`config.mk`:
```
export PLATFORM = sky130hd
export DESIGN_NAME = alien_missile
export DESIGN_NICKNAME = d
export VERILOG_FILES = /design/src/rtl/invaders_pkg.sv /design/src/rtl/lfsr16.sv /design/src/rtl/alien_missile.sv
export SDC_FILE = /design/constraint.sdc
export NUM_CORES = 1
export LEC_CHECK = 0
export CAP_MARGIN = 40
export CORE_MARGIN = 4
export CORE_UTILIZATION = 55
export CTS_BUF_LIST = sky130_fd_sc_hd__clkbuf_4
export DETAILED_ROUTE_END_ITERATION = 12
export PLACE_DENSITY = 0.77
export SYNTH_ARGS = -nofsm -noshare
export SYNTH_HDL_FRONTEND = slang
export SYNTH_SLANG_ARGS = --single-unit
export TNS_END_PERCENT = 100
```
`constraint.sdc`:
```
create_clock -name frame_clk -period 20.8 [get_ports frame_clk]
set_input_delay 4.16 -clock frame_clk [delete_from_list [all_inputs] [get_ports frame_clk]]
set_output_delay 4.16 -clock frame_clk [all_outputs]
set_load 0.1 [all_outputs]
```
`src/rtl/invaders_pkg.sv`:
```
// invaders_pkg: shared game constants and the alien-missile slot record.
// Contents: formation/missile geometry, LFSR seed, slot_t {active, x, y}.
package invaders_pkg;
  localparam int NUM_SLOTS = 3;
  localparam int NUM_COLS = 11;
  localparam int COL_PITCH = 16;
  localparam int STEP = 2;
  localparam int Y_FLOOR = 464;
  localparam logic [15:0] LFSR_SEED = 16'hACE1;
  typedef struct packed {
    logic active;
    logic [9:0] x;
    logic [9:0] y;
  } slot_t;
endpackage

```
`src/rtl/lfsr16.sv`:
```
// lfsr16: free-running 16-bit Fibonacci LFSR, taps 16,14,13,11.
// Ports: frame_clk (clock), Reset (async, active-high, loads SEED), o_state (current state).
module lfsr16 import invaders_pkg::*; #(
  parameter logic [15:0] SEED = LFSR_SEED
) (
  input  logic        frame_clk,
  input  logic        Reset,
  output logic [15:0] o_state
);
  logic [15:0] r_state;
  always_ff @(posedge frame_clk or posedge Reset)
    if (Reset) r_state <= SEED;
    else r_state <= {r_state[14:0], r_state[15] ^ r_state[13] ^ r_state[12] ^ r_state[10]};
  assign o_state = r_state;
endmodule

```
`src/rtl/alien_missile.sv`:
```
// alien_missile: launches, moves and retires up to NUM_SLOTS alien missiles.
// Ports: frame_clk, Reset (async, active-high); enable freezes motion/firing when low;
// column_alive, formation_X, formation_bottom_Y describe the formation; hit retires slots;
// missile_X/missile_Y/missile_on_screen are registered per-slot state; fire_event pulses on launch.
module alien_missile import invaders_pkg::*; #(
  parameter int          NUM_SLOTS    = invaders_pkg::NUM_SLOTS,
  parameter int          NUM_COLS     = invaders_pkg::NUM_COLS,
  parameter int          COL_PITCH    = invaders_pkg::COL_PITCH,
  parameter int          STEP         = invaders_pkg::STEP,
  parameter int          Y_FLOOR      = invaders_pkg::Y_FLOOR,
  parameter int          COOLDOWN_MIN = 20,
  parameter logic [15:0] LFSR_SEED    = invaders_pkg::LFSR_SEED
) (
  input  logic                       frame_clk,
  input  logic                       Reset,
  input  logic                       enable,
  input  logic [NUM_COLS-1:0]        column_alive,
  input  logic [9:0]                 formation_X,
  input  logic [9:0]                 formation_bottom_Y,
  input  logic [NUM_SLOTS-1:0]       hit,
  output logic [NUM_SLOTS-1:0][9:0]  missile_X,
  output logic [NUM_SLOTS-1:0][9:0]  missile_Y,
  output logic [NUM_SLOTS-1:0]       missile_on_screen,
  output logic                       fire_event
);
  logic [15:0] w_lfsr;
  logic [4:0]  w_start;
  logic [9:0]  w_col;
  logic        w_any_free;
  int          w_free_idx;
  int          w_idx;
  logic        w_fire;
  logic [9:0]  w_launch_x;
  slot_t       w_nxt [NUM_SLOTS];
  slot_t       r_slot [NUM_SLOTS];
  logic [7:0]  r_cooldown;
  logic        r_fire;

  lfsr16 #(.SEED(LFSR_SEED)) u_lfsr (
    .frame_clk(frame_clk),
    .Reset    (Reset),
    .o_state  (w_lfsr)
  );

  assign w_start = {1'b0, w_lfsr[3:0]} >= 5'(NUM_COLS) ? {1'b0, w_lfsr[3:0]} - 5'(NUM_COLS) : {1'b0, w_lfsr[3:0]};

  // Scan from the highest offset down so the smallest offset (first alive column) wins.
  always_comb begin
    w_col = '0;
    w_idx = 0;
    for (int k = NUM_COLS - 1; k >= 0; k--) begin
      w_idx = int'(w_start) + k;
      w_idx = w_idx >= NUM_COLS ? w_idx - NUM_COLS : w_idx;
      if (column_alive[w_idx]) w_col = 10'(w_idx);
    end
  end

  // Allocation looks only at registered state, so a slot retiring now is not reused until next cycle.
  always_comb begin
    w_any_free = 1'b0;
    w_free_idx = 0;
    for (int i = NUM_SLOTS - 1; i >= 0; i--)
      if (!r_slot[i].active) begin
        w_any_free = 1'b1;
        w_free_idx = i;
      end
  end

  assign w_fire = enable && r_cooldown == '0 && w_any_free && |column_alive;
  assign w_launch_x = formation_X + w_col * 10'(COL_PITCH) + 10'(COL_PITCH / 2 - 1);

  // Hit beats movement; the floor check is part of motion and so only happens while enabled.
  always_comb begin
    for (int i = 0; i < NUM_SLOTS; i++) begin
      w_nxt[i] = r_slot[i];
      if (r_slot[i].active && (hit[i] || (enable && 11'(r_slot[i].y) + 11'(STEP) >= 11'(Y_FLOOR))))
        w_nxt[i] = '0;
      else if (r_slot[i].active && enable)
        w_nxt[i].y = r_slot[i].y + 10'(STEP);
      else if (w_fire && w_free_idx == i)
        w_nxt[i] = '{active: 1'b1, x: w_launch_x, y: formation_bottom_Y + 10'd8};
    end
  end

  always_ff @(posedge frame_clk or posedge Reset)
    if (Reset) begin
      for (int i = 0; i < NUM_SLOTS; i++) r_slot[i] <= '0;
      r_cooldown <= 8'(COOLDOWN_MIN);
      r_fire <= 1'b0;
    end else begin
      for (int i = 0; i < NUM_SLOTS; i++) r_slot[i] <= w_nxt[i];
      r_cooldown <= w_fire ? 8'(COOLDOWN_MIN) + {3'b0, w_lfsr[4:0]} : (enable && r_cooldown != '0) ? r_cooldown - 8'd1 : r_cooldown;
      r_fire <= w_fire;
    end

  always_comb
    for (int i = 0; i < NUM_SLOTS; i++) begin
      missile_X[i] = r_slot[i].x;
      missile_Y[i] = r_slot[i].y;
      missile_on_screen[i] = r_slot[i].active;
    end
  assign fire_event = r_fire;
endmodule

```
; ---- Yosys cells after proc, flatten, opt, wreduce, memory -nomap -nowiden
; Index checks and enable logic that the tools add are counted.
[totals]
word_cells = 188
output_inout_bits = 64
regBits = 88
in_bits = 37
[op_classes]
eq_ne = 5
n_mux = 76
bitwise_logic = 3
n_lt_le_gt_ge = 26
addsub = 33
n_reduce_logical = 33
[op_table]
columns = cell, n
row1 = two-way mux 32 bit, 13
row2 = less-than comparator 32 x 6 -> 1 bit (second input constant), 11
row3 = two-way mux 21 bit, 6
row4 = subtractor 6 x 4 -> 7 bit (second input constant), 10
row5 = two-way mux 6 bit, 11
row6 = >= comparator 6 x 4 -> 1 bit (second input constant), 10
row7 = binary-select mux 1 bit (select 4 bit), 11
row8 = adder 10 x 2 -> 11 bit (second input constant), 3
row9 = >= comparator 11 x 9 -> 1 bit (second input constant), 3
row10 = two-way mux 11 bit, 3
row11 = equality test 32 x 2 -> 1 bit (second input constant), 1
row12 = equality test 32 x 3 -> 1 bit (second input constant), 1
row13 = zero test 32 bit, 1
row14 = adder 10 x 2 -> 10 bit (second input constant), 3
row15 = two-way mux 10 bit, 3
row16 = two-way mux 1 bit, 25
row17 = adder 5 x 3 -> 6 bit (second input constant), 4
row18 = adder 5 x 4 -> 6 bit (second input constant), 3
row19 = logical AND 1 bit, 16
row20 = two-way mux 8 bit, 2
row21 = adder 5 x 2 -> 6 bit (second input constant), 2
row22 = OR reduction 11 bit, 1
row23 = adder 10 bit, 1
row24 = adder 10 x 3 -> 10 bit (second input constant), 1
row25 = 18 further kinds, 31

; ---- Longest topological paths before layout
[logic_depth]
depth_word = 24
mapped_depth = 39
depth_no_buf = 32

; ---- Hierarchy
; From an unflattened synthesis, not the netlist that was laid out.
[unflattened]
hier_cells = 1367
area_unflattened_um2 = 10473.8
[modules_own_cells]
columns = module, cells_each, area_per_inst_um2, instances
row1 = alien_missile, 1347, 10033.4, 1
row2 = lfsr16, 20, 440.4, 1

; ---- Least setup slack after synthesis
; OpenSTA, ideal clock, no wires.
[synth_timing]
kind = input-to-reg
from = input port column_alive[1]
to = register missile_X[9] (netlist name)
path_stages = 25
t_arrival_ns = 8.134
setup_time_ns = 0.138
path_slack_ns = 12.528
path_cell_list = clkbuf_1 > mux2i_1 > o22ai_1 > mux2_2 > nor3_1 > o21bai_1 > a32oi_1 > or2_2 > nor3_1 > a221o_1 > a21o_1 > o31ai_1 > a31oi_1 > ha_1 > a31oi_1 > nor2b_1 > o21ai_0 > nand2b_1 > a21o_1 > a21oi_1 > xnor2_1 > nor2_1 > and3_1 > nor3_2 > o22ai_1
[synth_via]
elab_chain_cells = 19
word_cells_on_any_way = 54
cone_classes = add/sub: 2 / mux: 47 / reduce/logical: 5
[synth_lines]
columns = element, line
row1 = start: declaration, alien_missile.sv:17  ; input logic [NUM_COLS-1:0] column_alive,
row2 = binary-select mux 1 bit (select 4 bit), alien_missile.sv:54  ; if (column_alive[w_idx]) w_col = 10'(w_idx);
row3 = two-way mux 1 bit (not written as such) (2 in series), alien_missile.sv:54
row4 = two-way mux 6 bit (11 in series), alien_missile.sv:54
row5 = adder 10 bit, alien_missile.sv:70  ; assign w_launch_x = formation_X + w_col * 10'(COL_PITCH) + 10'(COL_PITCH / 2 - 1);
row6 = adder 10 x 3 -> 10 bit, alien_missile.sv:70
row7 = two-way mux 21 bit, alien_missile.sv:80  ; else if (w_fire && w_free_idx == i)
row8 = two-way mux 11 bit, alien_missile.sv:78  ; else if (r_slot[i].active && enable)
row9 = two-way mux 21 bit, alien_missile.sv:76  ; if (r_slot[i].active && (hit[i] || (enable && 11'(r_slot[i].y) + 11'(STEP) >= 11'(Y_FLOOR))))
; Several ways; a longest one is shown, not always the timed one. The select of a mux whose other input is x is not followed.
; A chain may end at the register's enable or synchronous reset.

; ---- Final worst setup path
[layout_timing]
from = register u_lfsr.r_state[1], in the netlist u_lfsr.o_state[1]
to = register missile_X[9] (netlist name)
[layout_via]
elab_chain_cells = 24
word_cells_on_any_way = 95
cone_classes = add/sub: 24 / order compare: 12 / mux: 59
[layout_lines]
columns = element, line
row1 = start: declaration, lfsr16.sv:10  ; logic [15:0] r_state;
row2 = start signal: assignment, lfsr16.sv:13  ; else r_state <= {r_state[14:0], r_state[15] ^ r_state[13] ^ r_state[12] ^ r_state[10]};
row3 = subtractor 4 x 4 -> 5 bit / >= comparator 4 bit (equally long branches), alien_missile.sv:45  ; assign w_start = {1'b0, w_lfsr[3:0]} >= 5'(NUM_COLS) ? {1'b0, w_lfsr[3:0]} - 5'(NUM_COLS) : {1'b0, w_lfsr[3:0] ...
row4 = two-way mux 5 bit *, alien_missile.sv:45
row5 = adder 5 x 4 -> 6 bit, alien_missile.sv:52  ; w_idx = int'(w_start) + k;
row6 = subtractor 6 x 4 -> 7 bit / >= comparator 6 x 4 -> 1 bit (equally long branches), alien_missile.sv:53  ; w_idx = w_idx >= NUM_COLS ? w_idx - NUM_COLS : w_idx;
row7 = two-way mux 32 bit, alien_missile.sv:53
row8 = binary-select mux 1 bit (select 4 bit), alien_missile.sv:54
row9 = two-way mux 1 bit (not written as such) (2 in series), alien_missile.sv:54
row10 = two-way mux 6 bit (10 in series), alien_missile.sv:54
row11 = two-way mux 6 bit *, alien_missile.sv:54
row12 = adder 10 bit *, alien_missile.sv:70
row13 = adder 10 x 3 -> 10 bit *, alien_missile.sv:70
row14 = two-way mux 21 bit *, alien_missile.sv:80
row15 = two-way mux 11 bit *, alien_missile.sv:78
row16 = two-way mux 21 bit *, alien_missile.sv:76
; Mark *: on every way between the ends. The rest lies on a longest branch, timed or not. The select of a mux whose other input is x is not followed.

==> summary.md <==
| Metric | Value |
|---|---|
| Largest stage delay, worst path | approximately 0.89 ns |
| Vias in the first global route | approximately 11,000 |
| Count of input and output buffers | 100 |
| CP Launch Type | flip-flop |
| CTS Buf Count | 9 |
| Seq. cell area | approximately 2200 sq um |
| Max cap viols | 0 |
| Area of the multi-input gates | about 7500 sq um |
| Hold Slack | 0.368 ns |
| Crit end category | flip-flop |
| Fin area | ~12,000 sq um |
| Max frequency | about 100 MHz |
| DR vias/cell | ~7.2 |
| Io pins | between 100 and 150 |
| Seq/Total Area, Yosys | approximately 22% |
| Worst Path Arrival | between 10 and 15 ns |
| Core Region | approximately 18,000 sq um |
| Worst reg-to-reg path cell count | 30 |
| Cell count after synthesis | between 1,000 and 1,500 |
| Largest net degree at the start of global routing | 62 |
| Die Y | around 140 um |
| Post-Syn Nets | roughly 1,400 |
| Max rail drop VDD | 51.5 uV |
| WL/cell | 23.7 um |
| Post-Place Cells | roughly 1,700 |
| Internal | between 0.3 and 0.4 mW |
| Final Hold Fails | 0 |
| Combinational share of power | a little under three fifths |
| WS Path Type | reg2reg |
| Async SR Flop Fraction | 100% |
| Pwr/cell area | ~65 nW/um^2 |
| Setup Skew | around 0.031 ns |
| Overall routing resource usage | 37.5% |
| Clk root buf | clkbuf_4 |
| Initial Utilization | around 56% |
| LEAKAGE | 5.02 nW |
| Post-Syn Area | just over 10,000 sq um |
| Non-filler cells, final | 1,687 |
| Min cycle time layout | roughly 10 ns |
| Most frequent cells in the layout | nand2_1, o21ai_0, clkdlybuf4s50_1, nor2_1, a21oi_1 |
| CP required | between 20 and 25 ns |
| Post-synth EDFFs | 0 |
| Worst Path Max Fanout | 28 |
| Crit path top cell by count | a21oi_1 |
| Routed WL | between 40 and 50 mm |
| # H-tree levels | 3 |
| Clk_lat worst skew | 0.47 ns |
| Placed instance area | about 12,000 sq um |
| Main synth FF type | dfrtp_1 |
| Postcts setup bufs | 0 |
| Initial antenna violation count | 1 |
| Post-cts sizing count | 0 |
| Synth Register Bits | between 80 and 90 |
| Sw Pwr | 0.408 mW |
| Outcome | complete, no violations |
| Hold Path Cell Cnt | 0 |
| Routability-driven placement congestion ratio | 1.03 |
| Final worst-path cycle share | 48.1% |
| Setup_tns | 0 ns |
| GRT overflow | 0 |
| Commonest non-fill, non-tap cell in the layout | nand2_1 |
| RSZ-0062 raised after global routing | false |
| Routed Antenna Nets | 0 |
| Drt first pass iters | 7 |
| Clk sink count | 88 |
| Post-synthesis cell type count | around 110 |
| Final setup viols | 0 |
| CTS max path bufs | 2 |
| Slew margin rel. | a little under a third |
| Residual DRC count | 0 |
| Worst-Margin Slew | a little over 1 ns |
| Switching fraction of total power | approximately half |
| Layout area overhead | 21.7% |
| DR vias | about 12,000 |
| Yosys warns | 0 |
| First-pass GRT wire length | between 60 and 70 mm |
| Die area | ~21,000 sq um |
| Floorplan row count | 49 |
| Fill cell count | between 1,000 and 1,500 |
| Final net count | approximately 1,500 |
| Min-delay worst type | reg2reg |
| Part of the power in registers | between 30% and 40% |
| Chip width | ~140 um |
| Hpwl dp | around 30 mm |
| Hold-fix buffers at CTS | 0 |
| Initial DRC Count | between 1,000 and 1,500 |
| Max Transition Viols Final | 0 |
| CTS clk-pin slew, worst paths | about 0.17 ns |
| TritonCTS clock tree | done |
| Crit-path slowest cell | ha_1 |
| Clock group share of total power | about an eighth |
| Layout cells sized above 1 | 12.4% |
| Avg Cell Area, Syn | 7.57 sq um |
-- synthesized netlist by cell type, drive strengths merged (18+ instances only) --
library cell	number	area [sq um]
a211oi	22	188
a21oi	87	454
a22oi	18	135
a31oi	29	196
and2	18	113
and3	20	125
buf	31	181
clkbuf	58	218
dfrtp	78	1950
ha	35	438
inv	36	135
mux2i	42	420
nand2	157	597
nand3	67	340
nor2	88	330
nor2b	21	131
nor3	43	236
o211ai	24	190
o21ai	128	648
o22ai	32	200
xnor2	38	359
-- through the flow --
step,util (%),worst slack (ns),power (mW)
floorplan,-,12.53,0.515
global placement,62.0,11.23,0.606
detailed placement,67.9,11.02,0.705
CTS,68.6,11.16,0.802
global route,68.6,10.26,0.838
finish,68.6,10.79,0.805
-- final timing paths --
check,slack (ns),endpoint,startpoint
hold / removal,0.37,u_lfsr.o_state[7]$_DFF_PP1_,u_lfsr.o_state[6]$_DFF_PP1_
setup / recovery,10.79,missile_X[9]$_DFFE_PP0P_,u_lfsr.o_state[1]$_DFF_PP0_
max in group asynchronous,15.68,missile_X[20]$_DFFE_PP0P_,Reset
hold reg to reg,0.37,u_lfsr.o_state[7]$_DFF_PP1_,u_lfsr.o_state[6]$_DFF_PP1_
setup reg to reg,10.79,missile_X[9]$_DFFE_PP0P_,u_lfsr.o_state[1]$_DFF_PP0_
min in group asynchronous,3.97,r_cooldown[6]$_DFFE_PP0P_,Reset
-- state kept, by name (all words and copies together), names as in the netlist --
name and count:
missile_X 30, fire_event 1, u_lfsr.o_state 16, r_cooldown 8, missile_Y 30, missile_on_screen 3
-- kinds of logic (layout without fill, tap and decap cells) --
family	Yosys count	after routing	share of synthesized area, %
and+or+nand+nor	501	501	24.6
AOI/OAI and AO/OA	488	488	32.7
buffers and inverters	125	235	5.24
DFF	88	88	21.7
muxes	60	60	6.88
xor gates and xnor gates	49	49	4.47
adders and majority gates	36	36	4.39
other	0	1	0
-- power groups by stage --
stage	Sequential, mW	Combinational, mW	Clock (mW)
floorplan	0.419	0.0961	0
global placement	0.247	0.358	0
detailed placement	0.250	0.456	0
CTS	0.247	0.457	0.0981
global route	0.254	0.477	0.107
finish	0.249	0.458	0.0976
-- metal layers --
| metal | up-vias | track usage [%] | share of wire [%] |
|---|---|---|---|
| met4 | 0 | 21.7 | 7.3 |
| met1 | 5687 | 49.2 | 38 |
| met5 | - | 0 | 0 |
| li1 | 5334 | - | - |
| met2 | 948 | 57.9 | 43 |
| met3 | 230 | 7.08 | 11 |
-- worst max-delay path, delay by kind of cell, from the launching register on --
| kind | cells | cell delay (ns) |
|---|---|---|
| adder cells (fa/ha/maj) | 3 | 2.04 |
| XOR/XNOR | 1 | 0.23 |
| buffers and inverters | 3 | 1.09 |
| AND/OR/NAND/NOR | 6 | 1.04 |
| AO/OA/AOI/OAI | 17 | 4.63 |
| flip-flops | 1 | 0.80 |
-- area by class of cell --
class	instances	share of cell area [%]
multi-input combinational	1134	60.0
sequential	88	17.8
timing repair buffer	183	17.6
tap	229	2.31
inverter	36	1.10
clock inverter	7	0.554
clock buffer	9	0.544
antenna	1	0.0202
Power figures use the tool's default switching activity.
